## src/rtl/i2s_rcvr_controller.sv

```systemverilog
// I2S receive sequencer: aligns on the left-channel WS edge, skips the one-bit MSB delay,
// shifts in channel words MSB-first and presents left/right pairs with a valid/ack handshake.
module i2s_rcvr_controller #(
   parameter int DATA_WIDTH = 16,
   parameter int CNT_WIDTH  = 5
) (
   input  logic                  clk,
   input  logic                  rst,
   input  logic                  enable,
   input  logic                  ws,
   input  logic                  ws_edge,
   input  logic                  shift_strobe,
   input  logic                  sd,
   input  logic                  sample_ack,
   input  logic                  clear_overrun,
   output logic [DATA_WIDTH-1:0] left_data,
   output logic [DATA_WIDTH-1:0] right_data,
   output logic                  sample_valid,
   output logic                  overrun,
   output logic                  busy
);

   typedef enum logic [1:0] {
      IDLE  = 2'd0,
      DELAY = 2'd1,
      SHIFT = 2'd2
   } state_t;

   localparam logic [CNT_WIDTH-1:0] FULL_CNT = CNT_WIDTH'(DATA_WIDTH);

   state_t                state, state_nx;
   logic [CNT_WIDTH-1:0]  bit_cnt, bit_cnt_nx;
   logic [DATA_WIDTH-1:0] shreg, shreg_nx;
   logic [DATA_WIDTH-1:0] left_hold, left_hold_nx;
   logic                  left_have, left_have_nx;
   logic                  pair_done;
   logic [DATA_WIDTH-1:0] word_closed;

   // Left-justify the captured bits; a short frame leaves zero LSBs, an empty one yields 0.
   assign word_closed = shreg << (FULL_CNT - bit_cnt);

   always_comb begin
      // NOTE: every signal driven here gets a default first, so no path can infer a latch.
      state_nx     = state;
      bit_cnt_nx   = bit_cnt;
      shreg_nx     = shreg;
      left_hold_nx = left_hold;
      left_have_nx = left_have;
      pair_done    = 1'b0;

      if (!enable) begin
         state_nx     = IDLE;
         bit_cnt_nx   = '0;
         left_have_nx = 1'b0;
      end else begin
         unique case (state)
            IDLE: begin
               if (ws_edge && !ws) begin
                  state_nx   = DELAY;
                  bit_cnt_nx = '0;
                  shreg_nx   = '0;
               end
            end
            DELAY, SHIFT: begin
               if (ws_edge) begin
                  if (ws) begin
                     left_hold_nx = word_closed;
                     left_have_nx = 1'b1;
                  end else begin
                     pair_done    = left_have;
                     left_have_nx = 1'b0;
                  end
                  // A strobe coinciding with the edge is the delay slot of the next word.
                  state_nx   = shift_strobe ? SHIFT : DELAY;
                  bit_cnt_nx = '0;
                  shreg_nx   = '0;
               end else if (shift_strobe) begin
                  if (state == DELAY) begin
                     state_nx   = SHIFT;
                     bit_cnt_nx = '0;
                  end else if (bit_cnt < FULL_CNT) begin
                     shreg_nx   = {shreg[DATA_WIDTH-2:0], sd};
                     bit_cnt_nx = bit_cnt + 1'b1;
                  end
               end
            end
            default: state_nx = IDLE;
         endcase
      end
   end

   // NOTE: sequential state uses non-blocking assignments so every register samples pre-edge values.
   always_ff @(posedge clk or posedge rst) begin
      if (rst) begin
         state     <= IDLE;
         bit_cnt   <= '0;
         shreg     <= '0;
         left_hold <= '0;
         left_have <= 1'b0;
      end else begin
         state     <= state_nx;
         bit_cnt   <= bit_cnt_nx;
         shreg     <= shreg_nx;
         left_hold <= left_hold_nx;
         left_have <= left_have_nx;
      end
   end

   always_ff @(posedge clk or posedge rst) begin
      if (rst) begin
         left_data    <= '0;
         right_data   <= '0;
         sample_valid <= 1'b0;
         overrun      <= 1'b0;
      end else begin
         if (pair_done) begin
            left_data    <= left_hold;
            right_data   <= word_closed;
            sample_valid <= 1'b1;
         end else if (sample_ack) begin
            sample_valid <= 1'b0;
         end

         // Overwriting an unacknowledged pair beats a simultaneous clear.
         if (pair_done && sample_valid && !sample_ack)
            overrun <= 1'b1;
         else if (clear_overrun)
            overrun <= 1'b0;
      end
   end

   assign busy = (state == DELAY) || (state == SHIFT);

endmodule

```

## config.mk

```make
export PLATFORM = sky130hd
export DESIGN_NAME = i2s_rcvr_controller
export DESIGN_NICKNAME = d
export VERILOG_FILES = /design/src/rtl/i2s_rcvr_controller.sv
export SDC_FILE = /design/constraint.sdc
export NUM_CORES = 1
export LEC_CHECK = 0
export CAP_MARGIN = 20
export CORE_MARGIN = 5
export CORE_UTILIZATION = 40
export CTS_BUF_LIST = sky130_fd_sc_hd__clkbuf_8
export CTS_CLUSTER_SIZE = 20
export DETAILED_ROUTE_END_ITERATION = 16
export GPL_ROUTABILITY_DRIVEN = 0
export PLACE_DENSITY = 0.68
export REMOVE_ABC_BUFFERS = 1
export SLEW_MARGIN = 10
export SYNTH_ARGS = -nofsm -noshare
export SYNTH_HDL_FRONTEND = slang
export SYNTH_SLANG_ARGS = --single-unit
```

## constraint.sdc

```tcl
create_clock -name clk -period 3.7 [get_ports clk]
set_clock_uncertainty 0.05 [all_clocks]
set_input_delay 0.74 -clock clk [delete_from_list [all_inputs] [get_ports clk]]
set_output_delay 0.74 -clock clk [all_outputs]
set_load 0.02 [all_outputs]
```

Yosys cells after proc, flatten, opt, wreduce, memory -nomap -nowiden

Index checks and enable logic that the tools add are counted.

Muxes and demuxes: 32
Reduce and logical (&&, ||, !) cells: 16
Eq/ne operators: 13
Shift-type cells: 1
Magnitude comparators: 1
Add/sub/neg operators: 2

Operator list:

| operator                                             | count |
|---|---|
| 2-to-1 mux 16 bit                                    | 5 |
| case mux 16 bit (2 select lines)                     | 1 |
| 2-to-1 mux 5 bit                                     | 6 |
| left shift 16 x 5 -> 16 bit                          | 1 |
| 2-to-1 mux 1 bit                                     | 12 |
| 2-to-1 mux 2 bit                                     | 6 |
| != test 3 bit (second input constant)                | 4 |
| case mux 5 bit (2 select lines)                      | 1 |
| != test 4 bit (second input constant)                | 2 |
| AND reduction 4 bit                                  | 2 |
| AND reduction 6 bit                                  | 1 |
| nonzero test 2 bit                                   | 3 |
| adder 5 x 1 -> 5 bit (second input constant)         | 1 |
| less-than comparator 5 bit (second input constant)   | 1 |
| != test 5 bit (second input constant)                | 1 |
| subtractor 5 bit (first input constant)              | 1 |
| != test 2 x 1 -> 1 bit (second input constant)       | 2 |
| case mux 2 bit (2 select lines)                      | 1 |
| logical AND 1 bit                                    | 3 |
| != test 3 x 1 -> 1 bit (second input constant)       | 1 |
| AND reduction 3 bit                                  | 1 |
| equality test 2 x 1 -> 1 bit (second input constant) | 1 |
| equality test 2 bit (second input constant)          | 1 |
| logical NOT 1 bit                                    | 2 |
| other kinds (5)                                      | 5 |

Input bits: 9
Register bits: 74
Logic and storage cells: 74
Output and inout bits: 35

Longest topological paths before layout

Gate-level depths: netlist (run 1).

Word-level depth: 7
Mapped depth: 12
Depth with buffers taken out: 9

Worst setup path after synthesis (run 1)

No wires, ideal clock.

Path type: register to register
From: register bit_cnt[0]
To: register left_hold[8]
Library setup time: 0.121 ns
Arrival: 2.478 ns
Path buffers: 4
Required time: 3.529 ns
Path slack: 1.051 ns
Period minus slack after synthesis: 2.649 ns
Stages on the path, launching flop included: 12
Path through: dfrtp_1 > buf_6 > inv_2 > buf_2 > ha_1 > nand2b_1 > nor2_1 > ha_1 > clkbuf_1 > clkbuf_1 > nor2_1 > a22o_1

Word-level cells in the longest chain between the ends: 2

RTL lines:

| item                        | RTL line | RTL |
|---|---|---|
| start, declared             | 32       | `logic [CNT_WIDTH-1:0] bit_cnt, bit_cnt_nx;` |
| start signal, assigned      | 102      | `bit_cnt <= bit_cnt_nx;` |
| subtractor 5 bit            | 40       | `assign word_closed = shreg << (FULL_CNT - bit_cnt);` |
| left shift 16 x 5 -> 16 bit | 40       |  |
| end signal, assigned        | 104      | `left_hold <= left_hold_nx;` |
| end, declared               | 34       | `logic [DATA_WIDTH-1:0] left_hold, left_hold_nx;` |

Every way passes these cells.
A chain may end at the register's enable or synchronous reset.

Final worst setup path (run 1)

From: register bit_cnt[1]
To: register left_hold[15]

Same word-level chain as after synthesis.

==> impl_metrics.ini, run 1 <==
[status]
outcome = completed

[min_path]
holdCritPathClass = register to register
hold_depth = 2

[critical_path]
critPathSlowestCell = ha_1
endpoint_kind = register
critPathKind = register to register
cpLargestDelayFamily = adder cells
crit_buf_inv = 1
cp.depth = 7
worstSetupStartpointType = register
crit_chain = inv_1 > ha_1 > mux2i_1 > mux4_2 > nor2b_1 > a211o_1 > o21ai_1
required_ps = 3930
cp_data_arrival_time_ps = 3150
cp_max_fo = 20
critical-path-max-stage-delay_ps = 850
r2r_cells = 7

[floorplan]
die_w_um = 110
fp.coreArea_mm2 = 0.00977
start_util = 0.409
row_count = 36
die-height_um = 110
dieArea_mm2 = 0.0121
io_pins = 44

[timing]
finalSetupTns_ps = 0
rsz0062_at_grt = no
worst_slew_pin_slew_ps = 907
max_slew_margin = 0.395
timing.fmax_mhz = 344
hold_viol = 0
period_minus_slack_ps = 2910
finalCritPeriodShare = 0.787
setup_slack_ps = 789
setup_viol = 0
slew_violations = 0

[yosys]
synth_cells = 388
synthFlopType = dfrtp_1
synth_top_cell_by_area = dfrtp_1
netlist_area_mm2 = 0.00400
synthArstFlopShare = 1.00
syn_avg_cell_area_um2 = 10.3
yosys_warnings = 0
synth_edf_count = 0
yosysSeqAreaShare = 0.463
synth-seq-cells = 74
yosysTopAreaCellShare = 0.463
yosys.cell_types.count = 53
netlist_top_cells_area = dfrtp_1 (46%), nand2_1 (7.0%), mux2i_1 (5.0%)

[layout]
final_cell_mix = nand2_1 (75), dfrtp_1 (74), clkdlybuf4s50_1 (43)
layout_commonest_cell = nand2_1
area_growth_pct = 18.6
drive_above_1_share = 0.151
final_util = 0.485
final_cells = 563
final_nets = 441
antenna_cells = 0

[clock_tree]
ctsHoldBuffers = 0
cts_buffers = 9
clk_latency_ps = 350
clk_path_buf_depth = 2
cts_root_buffer = clkbuf_8
cts_tree = built
path_clk_slew_ps = 80
cts.sinks = 74
post_cts_buffers = 0
cts_resized = 0
htreeDepth = 3

[detailed_routing]
ant_nets = 0
drtIter0Drc = 93
vias_per_cell = 5.20
vias = 2925
wl_um = 8140
remaining_drc_errors = 0
wl_per_cell_um = 14.5
drtPass1Iterations = 4

[run]
cap_violations = 0

[global_routing]
antenna_found_initial = 0
grt_max_degree = 45
grt_pass1_vias = 2926
grt_pass1_wl_um = 14200
grt_overflow_total = 0
track_usage = 0.148

[pwr]
comb_power_share = 0.365
pwr-share-seq = 0.365
switching_share = 0.377
p_leak_nw = 1.98
power_density_mw_per_mm2 = 510
peakVddDrop_uv = 204
net-switching-power_mw = 0.911
clkPwrFrac = 0.269
internal_power_mw = 1.51

[placed_design]
pre_cts_slack_ps = 629
dp.cells = 547
hpwlAfterDp_um = 5940
io_buffers = 43
## layer usage
metal / part of all wire / GRT usage / up-vias
li1: - / - / 1445
met1: 0.46 / 0.198 / 1410
met2: 0.47 / 0.238 / 62
met3: 0.053 / 0.0315 / 8
met4: 0.013 / 0.0508 / 0
met5: 0 / 0 / -
## worst register-to-register path, cell delays in order, from the launching register on
cell	delay (ps)
dfrtp_1	430
inv_1	100
ha_1	850
mux2i_1	330
mux4_2	490
nor2b_1	140
a211o_1	320
o21ai_1	140
## power by group through the flow
stage               logic, mW  clock network [mW]  registers [mW]
CTS                     0.886               0.674           0.884
finish                  0.883               0.651           0.884
global route            0.977               0.714           0.890
detailed placement      0.884                   0           0.900
global placement        0.859                   0           0.897
floorplan               0.623                   0           0.909
## cells in the mapped netlist, drive strengths merged, types with 6 or more instances
master and count:
a21oi 11, a22o 7, buf 12, clkbuf 14, dfrtp 74, ha 7, inv 14, mux2 19
mux2i 21, mux4 8, nand2 75, nand2b 7, nor2 20, nor2b 6, o21ai 39, o41ai 6
## metrics by stage
stage / instance area [um^2] / hold WS, ps / power [mW]
after floorplan: 3850 / 391 / 1.53
after global placement: 4530 / 413 / 1.76
after detailed placement: 4530 / 416 / 1.78
after CTS: 4740 / 438 / 2.44
after global routing: 4740 / 470 / 2.58
final: 4740 / 431 / 2.42
## cell type report
| type | count | area, um^2 |
|---|---|---|
| clock inverters | 6 | 73.8 |
| multi-input cells | 274 | 1950 |
| well taps | 133 | 166 |
| flip-flops and latches | 74 | 1850 |
| fillers | 922 | 5030 |
| inverters | 14 | 52.6 |
| repair buffers | 52 | 510 |
| clock buffers | 10 | 138 |
## path summary, 6_finish.rpt
| kind | startpoint | end | slack [ps] |
|---|---|---|---|
| setup / recovery | bit_cnt[1]$_DFFE_PP0P_ | left_hold[15]$_DFFE_PP0P_ | 790 |
| hold / removal | left_hold[4]$_DFFE_PP0P_ | left_hold[4]$_DFFE_PP0P_ | 430 |
| setup reg to reg | bit_cnt[1]$_DFFE_PP0P_ | left_hold[15]$_DFFE_PP0P_ | 790 |
| hold reg to reg | left_hold[4]$_DFFE_PP0P_ | left_hold[4]$_DFFE_PP0P_ | 430 |
| max in group asynchronous | rst | right_data[8]$_DFFE_PP0P_ | 2120 |
| min in group asynchronous | rst | left_hold[14]$_DFFE_PP0P_ | 810 |
## kinds of logic after synthesis
group	Yosys count	synth area share
muxes	48	0.153
xor gates and xnor gates	3	0.00657
and+or+nand+nor	130	0.151
adders and majority gates	7	0.0219
buffers and inverters	40	0.0491
AOI/OAI and AO/OA	86	0.156
DFF	74	0.463
## sequential cells by signal, indices dropped and copies added (netlist names)
signal / count
overrun: 1
left_data: 16
left_have: 1
shreg: 16
left_hold: 16
right_data: 16
sample_valid: 1
state: 2
bit_cnt: 5
Power figures use the tool's default switching activity.
==> run 2: changes to the inputs <==
- PLACE_DENSITY: 0.68 -> 0.7
- clock period: 3.7 -> 2.4 ns (I/O delays scaled with it)
==> run 2 against run 1 <==
Die area unchanged. Critical path type unchanged. Critical path depth unchanged. Largest power group is now combinational cells. Via count up 1.4%. Clock-buffer cell count unchanged. Register-to-register slack worse by 670 ps.
==> impl_metrics.ini, run 2 (synthesis gave the netlist of run 1 again) <==
[status]
outcome = completed

[floorplan]
fp.coreArea_mm2 = 0.00977
dieArea_mm2 = 0.0121
start_util = 0.409
die_w_um = 110
die-height_um = 110
io_pins = 44
row_count = 36

[timing]
worst_slew_pin_slew_ps = 840
setup_viol = 0
whs_ps = 431
rsz0062_at_grt = yes
timing.fmax_mhz = 439
max_slew_margin = 0.436
hold_viol = 0
slew_violations = 0
finalCritPeriodShare = 0.950
period_minus_slack_ps = 2280

[clock_tree]
clk_latency_ps = 350
ctsHoldBuffers = 0
clk_path_buf_depth = 2
cts_root_buffer = clkbuf_8
cts_tree = built
post_cts_buffers = 0
cts.sinks = 74
cts_buffers = 9
htreeDepth = 3
path_clk_slew_ps = 90

[detailed_routing]
ant_nets = 0
vias_per_cell = 5.18
vias = 2965
drtPass1Iterations = 4
wl_per_cell_um = 14.0
remaining_drc_errors = 0
wl_um = 8020
drtIter0Drc = 96

[global_routing]
antenna_found_initial = 0
grt_overflow_total = 0
grt_pass1_vias = 2851
grt_max_degree = 75
track_usage = 0.145
grt_pass1_wl_um = 13700

[min_path]
holdCritPathClass = register to register

[pwr]
fin_total_pwr_mw = 3.84
peakVddDrop_uv = 402
p_leak_nw = 2.05
power_density_mw_per_mm2 = 787

[layout]
final_cell_mix = nand2_1 (75), dfrtp_1 (74), clkdlybuf4s50_1 (42)
layout_commonest_cell = nand2_1
nFillCells = 918
regArea_mm2 = 0.00185
final_nets = 450
area_growth_pct = 22.2
final_cells = 572
multiInputGateArea_mm2 = 0.00198
antenna_cells = 0
drive_above_1_share = 0.178

[critical_path]
endpoint_kind = register
critPathKind = register to register
cp_max_fo = 20
cp_data_arrival_time_ps = 2520
worstSetupStartpointType = register
required_ps = 2640

[placed_design]
dp.cells = 556
io_buffers = 43
hpwlAfterDp_um = 5840

[run]
cap_violations = 0
==> run 2: cell count changes in the layout (fill, tap and decap cells not counted), moves of 2 or more <==
cell / delta
mux2i_1: -2
buf_12: +4
clkinv_4: -3
inv_6: +2
buf_4: +5
==> run 2: layout make-up <==
type,count,share of cell area
Clock buffer,10,0.0282
Timing Repair Buffer,61,0.128
Multi-Input combinational cell,274,0.405
Tap cell,133,0.0341
Inverter,14,0.0108
Sequential cell,74,0.379
Clock inverter,6,0.0149
==> run 2: final timing paths <==
kind                                            from                         to  slack [ps]  cells past startpoint
setup / recovery              bit_cnt[1]$_DFFE_PP0P_  right_data[6]$_DFFE_PP0P_         120                      7
hold / removal             left_hold[13]$_DFFE_PP0P_  left_hold[13]$_DFFE_PP0P_         430                      2
setup reg to reg              bit_cnt[1]$_DFFE_PP0P_  right_data[6]$_DFFE_PP0P_         120                      7
hold reg to reg            left_hold[13]$_DFFE_PP0P_  left_hold[13]$_DFFE_PP0P_         430                      2
max in group asynchronous                        rst  left_hold[12]$_DFFE_PP0P_        1520                      3
min in group asynchronous                        rst  right_data[2]$_DFFE_PP0P_         480                      3
==> run 2: worst max-delay path: stages (launching register included) <==
cell     delay (ps)
dfrtp_1         390
inv_1            90
ha_2            290
buf_12          170
mux2i_4         210
mux4_2          510
or3_1           370
o21ai_1         140
==> run 2: repair_timing <==
action	4_1_cts	5_1_grt
pin swaps	0	2
gates resized for setup	1	5
endpoints found under the setup margin	1	16
==> run 2: stage by stage <==
stage	area (um^2)	TNS, ps	setup WS [ps]	util
CTS	4860	0	53.1	0.497
finish	4890	0	121	0.500
floorplan	3850	-23930	-656	-
detailed placement	4650	0	83.3	0.476
global route	4890	-3.46	-3.46	0.500
global placement	4650	0	107	0.476
==> run 2: metal layers <==
| layer | global-route usage | wire length (um) | vias up |
|---|---|---|---|
| met5 | 0 | 0 | - |
| met4 | 0.0463 | 127 | 0 |
| met3 | 0.0414 | 397 | 11 |
| met2 | 0.236 | 3820 | 64 |
| met1 | 0.185 | 3670 | 1428 |
| li1 | - | - | 1462 |
==> run 2: report_power, final <==
part / switching (mW) / leakage [nW] / internal [mW]
combinational: 0.884 / 0.911 / 0.581
sequential: 0.0523 / 1.03 / 1.31
clock: 0.494 / 0.104 / 0.521
==> edit (config.mk and constraints of run 2) <==
Change the parameter `CNT_WIDTH` from 5 to 10.
--- a/src/rtl/i2s_rcvr_controller.sv
+++ b/src/rtl/i2s_rcvr_controller.sv
@@ -2,7 +2,7 @@
 // shifts in channel words MSB-first and presents left/right pairs with a valid/ack handshake.
 module i2s_rcvr_controller #(
    parameter int DATA_WIDTH = 16,
-   parameter int CNT_WIDTH  = 5
+   parameter int CNT_WIDTH  = 10
 ) (
    input  logic                  clk,
    input  logic                  rst,
Check against the original RTL: no difference found for any inputs over 4 cycles, from zero or initial values and one cycle with rst high; that may be too few to reach the edited logic, so the function may still have changed.
==> edit against run 2 <==
- total power shrank 9.8%
- global-route usage grew 0.86 points
- worst setup slack gained 76 ps
- routed wire length grew 18%
- sequential cell count grew 5
- synthesized area grew 6.0%
- hold slack lost 12 ps
- final area grew 4.6%
- non-clock buffer count grew 3
- first-iteration DRC count grew 93%
- die area grew 5.5%
- largest cell class unchanged
==> edit: results (changes against run 2) <==
| Metric | Value |
|---|---|
| DRT iter0 DRCs | 185 (was 96) |
| CTS clk-pin slew, worst paths | 80 ps |
| Clk buf depth | 2 (unchanged) |
| Placed inst area | 4883 um^2 (was 4651 um^2) |
| Asr flop ratio synth | 1.000 (unchanged) |
| Non-Filler Instances | 645 (was 572) |
| Critical path class | reg2reg (unchanged) |
| Clock Root Buffer | clkbuf_8 (unchanged) |
| Worst hold path type | reg2reg (unchanged) |
| GRT Overall Usage | 0.1532 (was 0.1446) |
| Warnings, synthesis | 0 (unchanged) |
| CP max stage delay | 420 ps (was 510 ps) |
| CTS resizes | 2 (was 1) |
| Hpwl dp | 6.794 mm (was 5.841 mm) |
| Vias in the first global route | 3,328 (was 2,851) |
| Hold EP | left_data[8] (was left_hold[13]) |
| Layout cell share with drive strength beyond 1 | 0.1375 (was 0.1777) |
| Total CTS buffers | 9 (unchanged) |
| # placed instances | 629 (was 556) |
| Port bufs | 43 (unchanged) |
| DR vias/cell | 5.352 (was 5.184) |
| Top_reg_cell synth | dfrtp_1 (unchanged) |
| Reg-to-Reg End | left_hold[9] (was right_data[6]) |
| Slew margin rel. | 0.6797 (was 0.4363) |
| Static leakage | 2.174 nW (was 2.046 nW) |
| First-pass GRT wire length | 16.17 mm (was 13.74 mm) |
| Critical path arrival | 2410 ps (was 2520 ps) |
| # Post-CTS Setup Buffers | 0 (unchanged) |
| H-tree Lvls | 3 (unchanged) |
| First-pass DRT Iterations | 4 (unchanged) |
| Syn Inst Count | 458 (was 388) |
| Initial antenna violation count | 0 (unchanged) |
| Hold Path Cell Cnt | 2 (unchanged) |
| Fin nets | 519 (was 450) |
| Area contributors post-synth | dfrtp_1, nand2_1, mux4_2 (was dfrtp_1, nand2_1, mux2i_1) |
| Wire length per cell | 14.63 um (was 14.01 um) |
| N_diodes | 0 (unchanged) |
| Commonest cells post-synth | nand2_1, dfrtp_1, o21ai_0 (was nand2_1, dfrtp_1, o21ai_1) |
| Worst-path maximum fanout | 11 (was 20) |
| Sequential area share after synthesis | 0.4662 (was 0.4631) |
| Worst setup startpoint | bit_cnt[0] (was bit_cnt[1]) |
| R2R Setup Slk | 200 ps (was 120 ps) |
| Status | finished, final reports clean (unchanged) |
| VDD IR max | 0.2442 mV (was 0.4025 mV) |
| Largest net degree at the start of global routing | 80 (was 75) |
| Slowest cell on crit path | ha_2 (was mux4_2) |
| Clk_lat worst skew | 370 ps (was 350 ps) |
| Family with the most delay on the worst path | multiplexers (unchanged) |
| Distinct cells, synth | 59 (was 53) |
| Hold Crit Start | left_hold[8] (was left_hold[13]) |
==> edit: cell types whose count changed after synthesis, moves of 4 or more <==
cell / delta
o21ai_0: +25
nand2_1: +60
o41ai_2: -6
a211oi_1: +4
mux2_1: -5
o41ai_1: +8
clkbuf_1: +8
dfrtp_1: +5
o21ai_1: -18
mux2_2: -8
mux2i_1: -5
a22o_1: -7
==> edit: per-layer routing <==
metal,wire (um),up-vias,GRT usage
li1,-,1685,-
met1,4298,1685,0.2082
met2,4511,65,0.2425
met3,424,17,0.02941
met4,199,0,0.05929
met5,0,-,0
==> edit: power breakdown <==
part / switching, mW / total [mW] / internal (mW)
Combinational: 0.621 / 1.03 / 0.404
Sequential: 0.0557 / 1.43 / 1.37
Clock: 0.522 / 1.01 / 0.490
Total: 1.20 / 3.47 / 2.27
==> edit: logic make-up (layout without fill, tap and decap cells) <==
logic type      Yosys count  after routing  share of synthesized area
simple gates            203            203                     0.2169
compound gates           94             94                     0.1511
flops                    79             79                     0.4662
buf+inv                  40             91                    0.03984
mux                      29             29                    0.09383
xor+xnor                  7              7                    0.01446
fa+ha+maj                 6              6                    0.01770
==> edit: metrics by stage <==
stage | hold WS, ps | utilization | setup slack [ps]
finish | 419.1 | 0.4948 | 196.9
global placement | 399.2 | 0.4730 | 162.8
floorplan | 388.6 | - | -1058
CTS | 422.7 | 0.4928 | 79.51
global route | 449.9 | 0.4948 | 35.00
detailed placement | 401.6 | 0.4730 | 89.89
==> edit: cell type report <==
| class | count | area [um^2] |
|---|---|---|
| fill | 953 | 5215 |
| multi-input combinational | 339 | 2117 |
| sequential | 79 | 1978 |
| timing repair buffer | 64 | 599.3 |
| tap | 136 | 170.2 |
| clock buffer | 9 | 123.9 |
| clock inverter | 7 | 78.83 |
| inverter | 11 | 41.29 |
